<file path="config.mk">
export PLATFORM = sky130hd
export DESIGN_NAME = raster_setup_ctrl
export DESIGN_NICKNAME = d
export VERILOG_FILES = /design/src/rtl/raster_pkg.sv /design/src/rtl/edge_setup_mac.sv /design/src/rtl/raster_setup_ctrl.sv
export SDC_FILE = /design/constraint.sdc
export NUM_CORES = 2
export LEC_CHECK = 0
export ABC_AREA = 1
export ABC_CLOCK_PERIOD_IN_PS = 11700
export BUFFER_PORTS_ARGS = -buffer_cell sky130_fd_sc_hd__clkbuf_2
export CORE_ASPECT_RATIO = 0.75
export CORE_MARGIN = 10
export CORE_UTILIZATION = 30
export DETAILED_ROUTE_END_ITERATION = 12
export HOLD_SLACK_MARGIN = 0.03
export PLACE_DENSITY_LB_ADDON = 0.25
export SYNTH_ARGS = -nofsm -noshare
export SYNTH_HDL_FRONTEND = slang
export SYNTH_SLANG_ARGS = --single-unit
</file>
<file path="constraint.sdc">
create_clock -name clk -period 11.7 [get_ports clk]
set_input_delay 1.17 -clock clk [delete_from_list [all_inputs] [get_ports clk]]
set_output_delay 1.17 -clock clk [all_outputs]
set_load 0.005 [all_outputs]
</file>
<file path="src/rtl/raster_pkg.sv">
// Shared widths, VGA timing, FSM encoding and edge table
// for the raster setup controller.
package raster_pkg;

    localparam int COORD_W = 11;
    localparam int E_W     = 20;
    localparam int D_W     = COORD_W + 1;
    localparam int P_W     = 2 * COORD_W + 2;

    localparam int H_ACTIVE = 640;
    localparam int H_TOTAL  = 800;
    localparam int V_ACTIVE = 480;
    localparam int V_TOTAL  = 525;

    typedef enum logic [2:0] {
        S_IDLE,
        S_MUL0,
        S_MUL1,
        S_MUL2,
        S_MUL3,
        S_MUL4,
        S_MUL5,
        S_DONE
    } state_t;

    // Edge k runs from vertex EDGE_A[k] to vertex EDGE_B[k].
    localparam logic [1:0] EDGE_A [3] = '{2'd0, 2'd1, 2'd2};
    localparam logic [1:0] EDGE_B [3] = '{2'd1, 2'd2, 2'd0};

    function automatic logic [E_W-1:0] sext_d(input logic [D_W-1:0] v);
        return {{(E_W-D_W){v[D_W-1]}}, v};
    endfunction

    function automatic logic [E_W-1:0] sext_c(input logic [COORD_W-1:0] v);
        return {{(E_W-COORD_W){v[COORD_W-1]}}, v};
    endfunction

endpackage

</file>
<file path="src/rtl/edge_setup_mac.sv">
// Single shared signed multiplier feeding three per-edge
// accumulators; clr restarts the selected accumulator.
module edge_setup_mac
    import raster_pkg::*;
(
    input  logic                  clk,
    input  logic                  reset,
    input  logic                  acc_en,
    input  logic                  clr,
    input  logic                  neg,
    input  logic [1:0]            sel,
    input  logic signed [D_W-1:0] op_a,
    input  logic signed [D_W-1:0] op_b,
    output logic [2:0][E_W-1:0]   acc
);

    logic [2:0][E_W-1:0] acc_q;
    logic [2:0][E_W-1:0] acc_d;
    logic signed [P_W-1:0] prod;
    logic [E_W-1:0] term;

    // Multiply, optionally negate, and fold into the selected edge.
    always_comb begin
        prod = P_W'(op_a) * P_W'(op_b);
        term = neg ? E_W'(-prod) : E_W'(prod);
        acc_d = acc_q;
        for (int k = 0; k < 3; k++) begin
            if (acc_en && sel == 2'(k)) begin
                acc_d[k] = (clr ? '0 : acc_q[k]) + term;
            end
        end
    end

    // Accumulator registers.
    always_ff @(posedge clk) begin
        if (reset) begin
            acc_q <= '0;
        end else begin
            acc_q <= acc_d;
        end
    end

    assign acc = acc_q;

endmodule

</file>
<file path="src/rtl/raster_setup_ctrl.sv">
// Triangle setup: edge bases via a shared MAC, shadow buffer,
// frame commit and per-line edge stepping.
module raster_setup_ctrl
    import raster_pkg::*;
#(
    parameter int COMMIT_X = H_TOTAL - 2,
    parameter int STEP_X   = H_ACTIVE
) (
    input  logic                      clk,
    input  logic                      reset,
    input  logic [9:0]                x,
    input  logic [9:0]                y,
    input  logic                      vtx_valid,
    output logic                      vtx_ready,
    input  logic signed [COORD_W-1:0] vtx_x0,
    input  logic signed [COORD_W-1:0] vtx_y0,
    input  logic signed [COORD_W-1:0] vtx_x1,
    input  logic signed [COORD_W-1:0] vtx_y1,
    input  logic signed [COORD_W-1:0] vtx_x2,
    input  logic signed [COORD_W-1:0] vtx_y2,
    output logic [E_W-1:0]            y_screen_v0,
    output logic [E_W-1:0]            y_screen_v1,
    output logic [E_W-1:0]            y_screen_v2,
    output logic [E_W-1:0]            e0_init_t1,
    output logic [E_W-1:0]            e1_init_t1,
    output logic [E_W-1:0]            e2_init_t1,
    output logic                      setup_busy,
    output logic                      frame_commit
);

    localparam logic [9:0] CMT_X  = 10'(COMMIT_X);
    localparam logic [9:0] CMT_Y  = 10'(V_TOTAL - 1);
    localparam logic [9:0] STP_X  = 10'(STEP_X);
    localparam logic [9:0] STP_YL = 10'(V_ACTIVE - 1);

    state_t state_q, state_d;

    logic [2:0][COORD_W-1:0] vx_q, vx_d;
    logic [2:0][COORD_W-1:0] vy_q, vy_d;
    logic shadow_valid_q, shadow_valid_d;

    logic [2:0][E_W-1:0] sh_base_q, sh_base_d;
    logic [2:0][E_W-1:0] sh_step_q, sh_step_d;
    logic [2:0][E_W-1:0] sh_y_q, sh_y_d;
    logic [2:0][E_W-1:0] act_base_q, act_base_d;
    logic [2:0][E_W-1:0] act_step_q, act_step_d;
    logic [2:0][E_W-1:0] ysc_q, ysc_d;
    logic [2:0][E_W-1:0] einit_q, einit_d;

    logic hs;
    logic commit_hit;
    logic step_hit;

    logic mac_en, mac_clr, mac_neg;
    logic [1:0] mac_sel;
    logic [1:0] ia, ib;
    logic signed [COORD_W-1:0] xa, xb, ya, yb;
    logic signed [D_W-1:0] mac_a, mac_b;
    logic [2:0][E_W-1:0] mac_acc;

    assign hs         = vtx_valid && vtx_ready;
    assign commit_hit = (y == CMT_Y) && (x == CMT_X);
    assign step_hit   = (x == STP_X) && (y < STP_YL);

    edge_setup_mac u_mac (
        .clk    (clk),
        .reset  (reset),
        .acc_en (mac_en),
        .clr    (mac_clr),
        .neg    (mac_neg),
        .sel    (mac_sel),
        .op_a   (mac_a),
        .op_b   (mac_b),
        .acc    (mac_acc)
    );

    // State register.
    always_ff @(posedge clk) begin
        if (reset) begin
            state_q <= S_IDLE;
        end else begin
            state_q <= state_d;
        end
    end

    // Next state: six MAC slots, then one cycle to fill the shadow.
    always_comb begin
        state_d = state_q;
        unique case (state_q)
            S_IDLE: if (hs) state_d = S_MUL0;
            S_MUL0: state_d = S_MUL1;
            S_MUL1: state_d = S_MUL2;
            S_MUL2: state_d = S_MUL3;
            S_MUL3: state_d = S_MUL4;
            S_MUL4: state_d = S_MUL5;
            S_MUL5: state_d = S_DONE;
            S_DONE: state_d = S_IDLE;
        endcase
    end

    // Outputs and MAC sequencing; even slot is -xa*(yb-ya),
    // odd slot adds ya*(xb-xa).
    always_comb begin
        vtx_ready    = (state_q == S_IDLE) && !shadow_valid_q;
        setup_busy   = (state_q != S_IDLE);
        frame_commit = commit_hit && shadow_valid_q;
        mac_en  = 1'b0;
        mac_clr = 1'b0;
        mac_sel = 2'd0;
        unique case (state_q)
            S_MUL0: begin mac_en = 1'b1; mac_clr = 1'b1; mac_sel = 2'd0; end
            S_MUL1: begin mac_en = 1'b1; mac_sel = 2'd0; end
            S_MUL2: begin mac_en = 1'b1; mac_clr = 1'b1; mac_sel = 2'd1; end
            S_MUL3: begin mac_en = 1'b1; mac_sel = 2'd1; end
            S_MUL4: begin mac_en = 1'b1; mac_clr = 1'b1; mac_sel = 2'd2; end
            S_MUL5: begin mac_en = 1'b1; mac_sel = 2'd2; end
            default: ;
        endcase
        mac_neg = mac_clr;
        ia = 2'd0;
        ib = 2'd0;
        for (int k = 0; k < 3; k++) begin
            if (mac_sel == 2'(k)) begin
                ia = EDGE_A[k];
                ib = EDGE_B[k];
            end
        end
        xa = vx_q[ia];
        xb = vx_q[ib];
        ya = vy_q[ia];
        yb = vy_q[ib];
        mac_a = mac_clr ? D_W'(xa) : D_W'(ya);
        mac_b = mac_clr ? (D_W'(yb) - D_W'(ya))
                        : (D_W'(xb) - D_W'(xa));
    end

    // Vertex latch, shadow fill, frame commit and line step.
    always_comb begin
        vx_d           = vx_q;
        vy_d           = vy_q;
        shadow_valid_d = shadow_valid_q;
        sh_base_d      = sh_base_q;
        sh_step_d      = sh_step_q;
        sh_y_d         = sh_y_q;
        act_base_d     = act_base_q;
        act_step_d     = act_step_q;
        ysc_d          = ysc_q;
        einit_d        = einit_q;
        if (hs) begin
            vx_d = {vtx_x2, vtx_x1, vtx_x0};
            vy_d = {vtx_y2, vtx_y1, vtx_y0};
        end
        if (state_q == S_DONE) begin
            for (int k = 0; k < 3; k++) begin
                sh_base_d[k] = mac_acc[k];
                sh_step_d[k] = sext_d(
                    D_W'(signed'(vx_q[EDGE_A[k]])) -
                    D_W'(signed'(vx_q[EDGE_B[k]])));
                sh_y_d[k] = sext_c(vy_q[k]);
            end
            shadow_valid_d = 1'b1;
        end
        // A shadow written this same cycle is left for next frame.
        if (commit_hit) begin
            if (shadow_valid_q) begin
                act_base_d     = sh_base_q;
                act_step_d     = sh_step_q;
                ysc_d          = sh_y_q;
                einit_d        = sh_base_q;
                shadow_valid_d = 1'b0;
            end else begin
                einit_d = act_base_q;
            end
        end else if (step_hit) begin
            for (int k = 0; k < 3; k++) begin
                einit_d[k] = einit_q[k] + act_step_q[k];
            end
        end
    end

    // Datapath registers.
    always_ff @(posedge clk) begin
        if (reset) begin
            vx_q           <= '0;
            vy_q           <= '0;
            shadow_valid_q <= 1'b0;
            sh_base_q      <= '0;
            sh_step_q      <= '0;
            sh_y_q         <= '0;
            act_base_q     <= '0;
            act_step_q     <= '0;
            ysc_q          <= '0;
            einit_q        <= '0;
        end else begin
            vx_q           <= vx_d;
            vy_q           <= vy_d;
            shadow_valid_q <= shadow_valid_d;
            sh_base_q      <= sh_base_d;
            sh_step_q      <= sh_step_d;
            sh_y_q         <= sh_y_d;
            act_base_q     <= act_base_d;
            act_step_q     <= act_step_d;
            ysc_q          <= ysc_d;
            einit_q        <= einit_d;
        end
    end

    assign y_screen_v0 = ysc_q[0];
    assign y_screen_v1 = ysc_q[1];
    assign y_screen_v2 = ysc_q[2];
    assign e0_init_t1  = einit_q[0];
    assign e1_init_t1  = einit_q[1];
    assign e2_init_t1  = einit_q[2];

endmodule

</file>
==> reports/qor.txt <==
Hpwl dp = 75900 um
Post-Syn Area = 30000 sq um
CTS Buf Count = 51
Post-route setup TNS = 0 ns
Vias post-DR = 27351
Reg-to-Reg Start = state_q[0]
CTS max path bufs = 3
Crit path capture type = flop
Initial antenna violation count = 1
Placed Cells = 5501
Synth area leaders = dfxtp_1 30%, ha_1 9.0%, nand2_1 8.7%, inv_1 8.4%, fa_1 8.1%
Worst skew pair latency = 0.60 ns
Clock slew at reported path FFs = 0.06 ns
Hold wc startpoint = sh_y_q[21]
RSZ-0062 raised after global routing = false
GPL Wtd Cong = 0.922
Worst-margin pin slew = 1.03 ns
DRT iter0 DRCs = 2091
CTS tree = built
CP startpoint kind = flop
# IOs = 212
Worst r2r path cells = 54
Largest net degree at the start of global routing = 100
Final #Nets = 4654
Post-Route WL = 98800 um
Total global-route track usage = 16.6%
Yosys warns = 0
Synth Register Bits = 448
Finished Core Util = 34.1%
Top_reg_cell synth = dfxtp_1
Syn_nets = 4571
Fin crit share = 89.2%
Mean Syn Cell Area = 7.25 sq um
Initial Util = 30.2%
CTS sink cnt = 448
WS Path Type = reg2reg
Site Rows = 100
Die area = 113000 sq um
CP max-delay cell = fa_1
Asr flop ratio synth = 0%
Final setup violation count = 0
Die Height = 294 um
Die X = 385 um
Remaining antenna violation count = 0
Worst rel slew slack = 31.2%
IO Port Bufs = 211
Global route overflow = 0
Hold Crit Endpoint = y_screen_v1[1]
Critical Path Max Stage Delay = 0.57 ns
Worst Path Buf+Inv = 12
Top Family by Delay on Critical Path = adder cells
Share of the synthesized area in the top cell type = 29.9%
Clk root buf = clkbuf_16
Place WS = 1.26 ns
Final Hold Vio Count = 0
Core Region = 99300 sq um
Htree depth = 2
Setup WS post-layout = 1.27 ns
Post-synth EDFFs = 0
Yosys cell types = 58
Worst hold path class = reg2reg
Layout Cells excl Fill = 5595
Leading area contributor after synthesis = dfxtp_1
Avg WL per Cell = 17.7 um
Vias/cell = 4.89
Sequential share of the synthesized area = 29.9%
TritonRoute pass-1 iters = 6
Worst R2R End = u_mac.acc[19]
First-pass GRT wire length = 150000 um
WHS Path Cells = 2
Worst-path fanout max = 40
Max Slew Vio Count = 0
Status = finished clean
Drt drc = 0
Crit path arrival time = 10.94 ns
Layout Skew = 0.0237 ns
Crit path time final = 10.43 ns
Required @ worst endpoint = 12.21 ns
R2R Setup Slk = 1.27 ns
Syn Inst Count = 4145
Maxcap violations = 0
Fmax achieved = 95.9 MHz
Area growth, synth to finish = 12.9%
Vias in the first global route = 24830
Share of cells above drive strength 1 = 9.70%
cells in the mapped netlist (all sizes together), types with 3 or more instances:
cell type,n
clkbuf,152
xor2,61
o2111ai,5
nand2,730
nand4,24
and2,9
nor4,11
buf,54
a31oi,68
a21boi,8
o21bai,11
nand3b,5
inv,679
nor3,15
o22ai,113
nand2b,3
clkinv,8
o211ai,37
a21oi,457
a211oi,4
dfxtp,448
or2,16
nor3b,4
o21ai,435
ha,215
nand3,131
nor2,228
o32ai,10
xnor2,49
fa,122
o21a,5
o31ai,10
a21o,7
worst register-to-register path, delay by kind of cell, from the launching register on:
kind	cells	cell delay (ns)
xor gates and xnor gates	2	0.37
and+or+nand+nor	23	3.15
buffers and inverters	12	1.32
DFF	1	0.52
AOI/OAI and AO/OA	9	1.55
adders and majority gates	8	3.42
cells by family (layout without fill, tap and decap cells):
logic type	Yosys count	in the layout	synth area share, %
xor+xnor	110	110	3.21
other cells	0	1	0
simple gates	1178	1178	16.7
compound gates	1179	1179	21.5
flops	448	448	29.9
buf+inv	893	1016	11.7
fa+ha+maj	337	337	17.1
routing by layer:
| metal | wire (um) | track usage (%) | up-vias |
|---|---|---|---|
| met1 | 49400 | 25.2 | 12683 |
| met4 | 2110 | 3.87 | 0 |
| li1 | - | - | 13798 |
| met3 | 6770 | 3.02 | 93 |
| met5 | 0 | 0 | - |
| met2 | 40500 | 23.9 | 777 |
placed cells by master, fill, tap and decap left out, drive strengths merged, types with 20 or more instances in the layout:
master  netlist  final
a21oi       457    457
a31oi        68     68
buf          54     26
clkbuf      152    276
clkinv        8     20
dfxtp       448    448
fa          122    122
ha          215    215
inv         679    679
nand2       730    730
nand3       131    131
nand4        24     24
nor2        228    228
o211ai       37     37
o21ai       435    435
o22ai       113    113
xnor2        49     49
xor2         61     61
metrics by stage:
stage,hold WS (ns),instance area [sq um]
6_report,0.451,33900
5_1_grt,0.466,33900
4_1_cts,0.458,33900
3_5_place_dp,0.447,32100
3_3_place_gp,0.441,32100
2_1_floorplan,0.425,30000
sequential cells by signal (all words and copies together) (netlist names):
signal and flops:
u_mac.acc 60, y_screen_v1 11, vx_q 33, shadow_valid_q 1, act_base_q 60, y_screen_v0 11, sh_base_q 60, act_step_q 36
e0_init_t1 20, sh_y_q 33, state_q 3, e1_init_t1 20, vy_q 33, sh_step_q 36, y_screen_v2 11, e2_init_t1 20
timing repair:
item                                    in CTS  in global routing
setup buffers                                0                  0
hold buffers                                 0                  0
gates resized for setup                      0                  3
endpoints found under the setup margin       0                  1
layout make-up:
| type | instances | area (sq um) |
|---|---|---|
| timing repair buffer | 236 | 1250 |
| clock inverter | 27 | 395 |
| clock buffer | 66 | 1440 |
| sequential | 448 | 8970 |
| multi-input combinational | 2804 | 17600 |
| inverter | 687 | 2590 |
| fill | 10616 | 65400 |
| antenna | 1 | 2.50 |
| tap | 1326 | 1660 |
worst max path at each step:
stage,startpoint,to,slack (ns),depth (start not counted)
global placement,state_q[2],u_mac.acc[19],1.46,49
global route,state_q[0],u_mac.acc[19],0.09,52
floorplan,state_q[1],u_mac.acc[19],2.61,48
detailed placement,state_q[0],u_mac.acc[19],1.26,54
CTS,state_q[0],u_mac.acc[19],1.20,54
finish,state_q[0],u_mac.acc[19],1.27,54
Power is left out: the tool's default activity adds up to more than one toggle a clock period on the data nets, which glitch-free logic cannot reach.
